File: config.mk
export PLATFORM = sky130hd
export DESIGN_NAME = elastic_pipe_chain_flat
export DESIGN_NICKNAME = d
export VERILOG_FILES = /design/src/rtl/elastic_pipe_chain_if.sv /design/src/rtl/elastic_pipe_chain.sv /design/src/flat_wrapper.sv
export SDC_FILE = /design/constraint.sdc
export NUM_CORES = 1
export LEC_CHECK = 0
export BUFFER_PORTS_ARGS = -buffer_cell sky130_fd_sc_hd__buf_2
export CORE_AREA = 2 2 47 49
export CTS_CLUSTER_DIAMETER = 150
export DETAILED_ROUTE_END_ITERATION = 16
export DIE_AREA = 0 0 49 51
export GPL_ROUTABILITY_DRIVEN = 1
export GPL_TIMING_DRIVEN = 1
export PLACE_DENSITY = 0.77
export SYNTH_ARGS = -nofsm -noshare
export SYNTH_HDL_FRONTEND = slang
export SYNTH_SLANG_ARGS = --single-unit
File: constraint.sdc
create_clock -name clk -period 1.46 [get_ports clk]
set_input_delay 0.073 -clock clk [delete_from_list [all_inputs] [get_ports clk]]
set_output_delay 0.073 -clock clk [all_outputs]
set_load 0.01 [all_outputs]
File: src/rtl/elastic_pipe_chain_if.sv
// Valid/ready handshake bundle carrying a WIDTH-bit payload between datapath blocks.
// The producer drives valid/data and the consumer drives ready.
interface elastic_pipe_chain_if #(
    parameter int WIDTH = 8
);
    logic             valid;
    logic             ready;
    logic [WIDTH-1:0] data;

    modport master (output valid, output data, input ready);
    modport slave  (input valid, input data, output ready);
endinterface

File: src/rtl/elastic_pipe_chain.sv
// Chain of STAGES valid-tagged pipeline registers with combinational ready back-propagation.
// Optional registered occupancy counter when PIPE_OCC_CNT_EN is defined.
module elastic_pipe_chain #(
    parameter int               WIDTH     = 8,
    parameter int               STAGES    = 2,
    parameter logic [WIDTH-1:0] RESET_VAL = '0,
    localparam int              OCC_W     = $clog2(STAGES + 1)
) (
    input  logic                 clk,
    input  logic                 reset,
    input  logic                 i_flush,
    elastic_pipe_chain_if.slave  i_in,
    elastic_pipe_chain_if.master o_out
`ifdef PIPE_OCC_CNT_EN
    ,
    output logic [OCC_W-1:0]     o_occupancy
`endif
);

    if (STAGES < 1) begin : g_bad_stages
        $error("elastic_pipe_chain: STAGES must be at least 1");
    end

    logic [STAGES-1:0] r_valid;
    logic [WIDTH-1:0]  r_data [STAGES];

    logic [STAGES:0]   w_rdy;
    logic [STAGES-1:0] w_up_valid;
    logic [WIDTH-1:0]  w_up_data [STAGES];

    // A stage can take new contents when it is empty or its own contents move on.
    assign w_rdy[STAGES] = o_out.ready;
    for (genvar i = 0; i < STAGES; i++) begin : g_rdy
        assign w_rdy[i] = ~r_valid[i] | w_rdy[i+1];
    end

    assign w_up_valid[0] = i_in.valid;
    assign w_up_data[0]  = i_in.data;
    for (genvar i = 1; i < STAGES; i++) begin : g_up
        assign w_up_valid[i] = r_valid[i-1];
        assign w_up_data[i]  = r_data[i-1];
    end

    assign i_in.ready  = w_rdy[0];
    assign o_out.valid = r_valid[STAGES-1];
    assign o_out.data  = r_data[STAGES-1];

    // NOTE: state uses non-blocking assignments so every stage samples the pre-edge values of its neighbour.
    // NOTE: the data registers are deliberately reset so out_data shows RESET_VAL until the first item leaves.
    always_ff @(posedge clk) begin
        if (reset) begin
            r_valid <= '0;
            for (int i = 0; i < STAGES; i++) begin
                r_data[i] <= RESET_VAL;
            end
        end else begin
            for (int i = 0; i < STAGES; i++) begin
                if (w_rdy[i]) begin
                    r_valid[i] <= w_up_valid[i];
                    // Bubbles and flushed items leave the payload untouched.
                    if (w_up_valid[i] && !i_flush) begin
                        r_data[i] <= w_up_data[i];
                    end
                end
            end
            if (i_flush) begin
                r_valid <= '0;
            end
        end
    end

`ifdef PIPE_OCC_CNT_EN
    logic [OCC_W-1:0] r_occ;
    logic             w_in_hs;
    logic             w_out_hs;

    assign w_in_hs  = i_in.valid & w_rdy[0];
    assign w_out_hs = r_valid[STAGES-1] & o_out.ready;

    always_ff @(posedge clk) begin
        if (reset || i_flush) begin
            r_occ <= '0;
        end else if (w_in_hs && !w_out_hs) begin
            r_occ <= r_occ + OCC_W'(1);
        end else if (!w_in_hs && w_out_hs) begin
            r_occ <= r_occ - OCC_W'(1);
        end
    end

    assign o_occupancy = r_occ;

    a_occ_matches_valids : assert property (
        @(posedge clk) disable iff (reset) r_occ == OCC_W'($countones(r_valid))
    );
`endif

endmodule

File: src/flat_wrapper.sv
// flat-port wrapper written by rule: the top's interface ports become plain ports
module elastic_pipe_chain_flat 
#(
    parameter int               WIDTH     = 8,
    parameter int               STAGES    = 2,
    parameter logic [WIDTH-1:0] RESET_VAL = '0,
    localparam int              OCC_W     = $clog2(STAGES + 1)
)
  (clk, reset, i_flush, i_in_valid, i_in_data, i_in_ready, o_out_valid, o_out_data, o_out_ready);
  elastic_pipe_chain_if #(.WIDTH(WIDTH)) i_in_i ();
  elastic_pipe_chain_if #(.WIDTH(WIDTH)) o_out_i ();
  input  logic clk;
  input  logic reset;
  input  logic i_flush;
  input wire logic [$bits(i_in_i.valid)-1:0] i_in_valid;
  input wire logic [$bits(i_in_i.data)-1:0] i_in_data;
  output wire logic [$bits(i_in_i.ready)-1:0] i_in_ready;
  output wire logic [$bits(o_out_i.valid)-1:0] o_out_valid;
  output wire logic [$bits(o_out_i.data)-1:0] o_out_data;
  input wire logic [$bits(o_out_i.ready)-1:0] o_out_ready;
  assign i_in_i.valid = i_in_valid;
  assign i_in_i.data = i_in_data;
  assign i_in_ready = i_in_i.ready;
  assign o_out_valid = o_out_i.valid;
  assign o_out_data = o_out_i.data;
  assign o_out_i.ready = o_out_ready;
  elastic_pipe_chain #(.WIDTH(WIDTH), .STAGES(STAGES), .RESET_VAL(RESET_VAL)) u_core (.clk(clk), .reset(reset), .i_flush(i_flush), .i_in(i_in_i), .o_out(o_out_i));
endmodule
# == After elaboration in Yosys (flattened, before gate mapping) ==
# Memory sizes are Yosys's and may differ from the RTL's.
# Index checks and enable logic that the tools add are counted.
# word_totals
reg_bits,2
ramBits,16
wordCells,25
memories,1
# op_classes
muxes,12
n_bitwise,6
reduce_logical,4
# mem_list
memory,depth,width,rd,rd_ports_with_merged_regs,wr,line_no,rtl
u_core.r_data,2,8,2,0,2,elastic_pipe_chain.sv:25,logic [WIDTH-1:0] r_data [STAGES];
# op_table
operator,n
$mux W8,2
$mux W1,10
$or A1 B1 Y1,4
$logic_and A1 B1 Y1,2
$not A1 Y1,2
$reduce_or A2 Y1,1
$logic_not A1 Y1,1

# == Longest topological paths before layout ==
# logic_depth
word_depth,7
depth_mapped,4
ltp_nobuf,3

# == Least setup slack after synthesis ==
# Ideal clock, no wire load.
# synth_timing
path_kind,register to register
from,reg u_core.r_valid[1]
to,"mem u_core.r_data[0][0], enable pin"
setup_time_ps,261
t_arrival_ps,1095
t_required_ps,1199
path_slack_ps,104
stages_incl_launch_ff,5
path_buffers,1
synth_period_minus_slack_ps,1356
path_cell_list,dfxtp_1 -> and3b_1 -> buf_2 -> inv_1 -> a31o_2
# synth_lines
element,line_no,rtl
from (decl),elastic_pipe_chain.sv:24,logic [STAGES-1:0] r_valid;
"from (signal, indexed assignment)",elastic_pipe_chain.sv:59,r_valid[i] <= w_up_valid[i];
to (decl),elastic_pipe_chain.sv:25,

==> impl_metrics.csv <==
group,metric,value,unit
timing,finalHoldViolCount,0,
die,die_x,49,µm
clocking,cts.clk_slew.worst_paths,0.10,ns
synthesis,syn_nets,72,
detailed_routing,wl_per_cell,12.6,µm
clocking,postCtsSetupRepairBufs,0,
setup_path,critPathArrivalTime,1.37,ns
timing,worst_clock_skew,0.00437,ns
final_layout,layout.cells.non_filler,104,
final_layout,layout-drive-gt1-share,55.3,%
die,die_h,51,µm
synthesis,yosysSeqAreaShare,57.2,%
timing,setup_violations,0,
clocking,cts_hold_buffers,0,
final_layout,final_nets,90,
global_route,grt_usage,12.1,%
setup_path,cp-start-kind,"register",
synthesis,synth_area_leaders,"edfxtp_1 53%, nor4b_2 15%, buf_4 7.4%",
power_and_ir_drop,seq_power_share,63.1,%
placement,globalplace.congestion,0.762,
setup_path,critPathCaptureType,"register",
clocking,root_buffer,"clkbuf_4",
placement,dp.cells,100,
clocking,clkSinkCount,18,
detailed_routing,drt-total-wl,1310,µm
global_route,antenna_found_initial,0,
placement,dp_hpwl,940,µm
final_layout,antennaDiodeCount,0,
timing,min_period_over_period,91.7,%
die,start_util,44.1,%
power_and_ir_drop,power.switching,209,µW
synthesis,yosys.area.top_type_share,52.8,%
final_layout,layout_common_cells,"22 x buf_2, 16 x edfxtp_1, 9 x nor4b_2",
synthesis,yosys_warnings,0,
synthesis,synthDistinctLibCells,16,
die,core.rowCount,17,
timing,worst_pin_slew,0.322,ns
setup_path,slowest_delay,0.38,ns
power_and_ir_drop,pwr-share-comb,10.7,%
status,status,"complete, no violations",
die,core,2060,µm²
global_route,grt_pass1_wl,2250,µm
power_and_ir_drop,intPower,738,µW
die,dieArea,2500,µm²
global_route,grt_pass1_vias,486,
synthesis,netlist_instances,59,
power_and_ir_drop,pwr-share-clk,26.2,%
clocking,numCtsBuffers,3,
final_layout,syn2layout_area_growth,10.2,%
setup_path,path_max_fanout,8,
hold_path,hold_class,"in2reg",
die,io_pins,23,
detailed_routing,drc,0,
power_and_ir_drop,ir_drop,0.634,mV
synthesis,yosys.area.top_type,"edfxtp_1",
clocking,cts_tree,"yes",
timing,fmax,747,MHz
timing,fin_tns_setup,0,ns
power_and_ir_drop,powerDensity,945,nW/µm²
timing,slew_headroom,78.2,%
clocking,htreeDepth,1,
power_and_ir_drop,p_leak,0.372,nW
timing,holdWs,0.0416,ns
detailed_routing,drt_iter0_drc,8,
timing,rsz0062_at_grt,"no",
job,drv_cap,0,
timing,min_period,1.34,ns
setup_path,critical_path_class,"reg2reg",
detailed_routing,vias,504,
detailed_routing,vias_per_cell,4.85,
final_layout,fill_cells,191,
synthesis,synth-seq-cells,18,
detailed_routing,ant_nets,0,
clocking,clock_latency,0.28,ns
setup_path,worstPathRequired,1.49,ns
setup_path,crit_chain,"and3b_2 -> inv_1 -> a31o_2",
global_route,overflow,0,
global_route,grt_max_degree,17,
placement,io_buffers,22,
power_and_ir_drop,swShare,22.1,%
detailed_routing,dr.pass1.iters,6,
timing,final_max_slew_viol_count,0,
synthesis,syn_area,910,µm²
synthesis,syn_avg_cell_area,15.4,µm²
clocking,ctsLongestPathBuffers,2,
setup_path,cp_slowest_cell,"dfxtp_1",
final_layout,final_common_cell,"buf_2",
[per-layer routing]
layer | part of all wire, % | GRT usage (%) | vias to the layer above
li1 | - | - | 250
met1 | 43 | 15.2 | 235
met2 | 51 | 20.1 | 17
met3 | 5.2 | 2.63 | 2
met4 | 0.76 | 5.71 | 0
met5 | 0 | 0 | -
[synthesized netlist by cell type]
master and n:
inv_1 4, and3b_1 1, a21oi_1 2, edfxtp_1 16, a31o_2 2, nor2_1 1
buf_2 1, buf_4 9, nor4b_2 9, or2_1 1, nor4b_1 6, nand2b_1 1
buf_8 1, buf_6 2, nor4b_4 1, dfxtp_1 2
[path summary, 6_finish.rpt]
path / startpoint / to / slack [ns] / cells after the start
worst min register to register: u_core.r_valid[0] / u_core.r_valid[1] / 0.51 / 2
worst min-delay path: i_in_valid / u_core.r_valid[0] / 0.04 / 3
worst max-delay path: u_core.r_valid[0] / u_core.r_data[0][1] / 0.12 / 3
worst max register to register: u_core.r_valid[0] / u_core.r_data[0][1] / 0.12 / 3
[area by class of cell]
| class | instances | area (µm²) | share of cell area [%] |
|---|---|---|---|
| Sequential cell | 18 | 520 | 51.9 |
| Clock inverter | 1 | 3.75 | 0.375 |
| Timing Repair Buffer | 26 | 140 | 14.0 |
| Inverter | 4 | 15.0 | 1.50 |
| Clock buffer | 3 | 22.5 | 2.25 |
| Multi-Input combinational cell | 24 | 265 | 26.5 |
| Tap cell | 28 | 35.0 | 3.50 |
[repair_timing]
action	4_1_cts	5_1_grt
setup endpoints to repair	0	8
gates resized for setup	0	1
hold endpoints to repair	0	0
[critical path, delay by kind of cell (launching register included)]
family / cells / cell delay (ns)
buffers and inverters: 1 / 0.09
flip-flops: 1 / 0.38
AND/OR/NAND/NOR: 1 / 0.28
AO/OA/AOI/OAI: 1 / 0.33
[logic make-up after synthesis]
logic type,after synthesis,share of synthesized area [%]
AO/OA/AOI/OAI,4,3.03
buffers and inverters,17,13.8
AND/OR/NAND/NOR,20,26.0
flip-flops,18,57.2
[power by group through the flow]
stage / Combinational [mW] / Sequential, mW / Clock, mW
after floorplan: 0.0844 / 0.608 / 0
after global routing: 0.112 / 0.601 / 0.279
after global placement: 0.101 / 0.609 / 0
final: 0.102 / 0.598 / 0.248
after CTS: 0.103 / 0.598 / 0.246
after detailed placement: 0.102 / 0.609 / 0
[flip-flops by register name, indices dropped and copies added, names as in the netlist]
name            cells
u_core.r_valid      2
u_core.r_data      16
[metrics by stage]
stage | instance area [µm²] | power [mW] | setup slack, ns | util (%)
floorplan | 910 | 0.692 | 0.104 | -
global placement | 975 | 0.709 | 0.152 | 47.2
detailed placement | 975 | 0.711 | 0.0919 | 47.2
CTS | 1000 | 0.946 | 0.0624 | 48.5
global route | 1000 | 0.991 | 0.0591 | 48.6
finish | 1000 | 0.947 | 0.121 | 48.6
(Power assumes the default switching activity.)
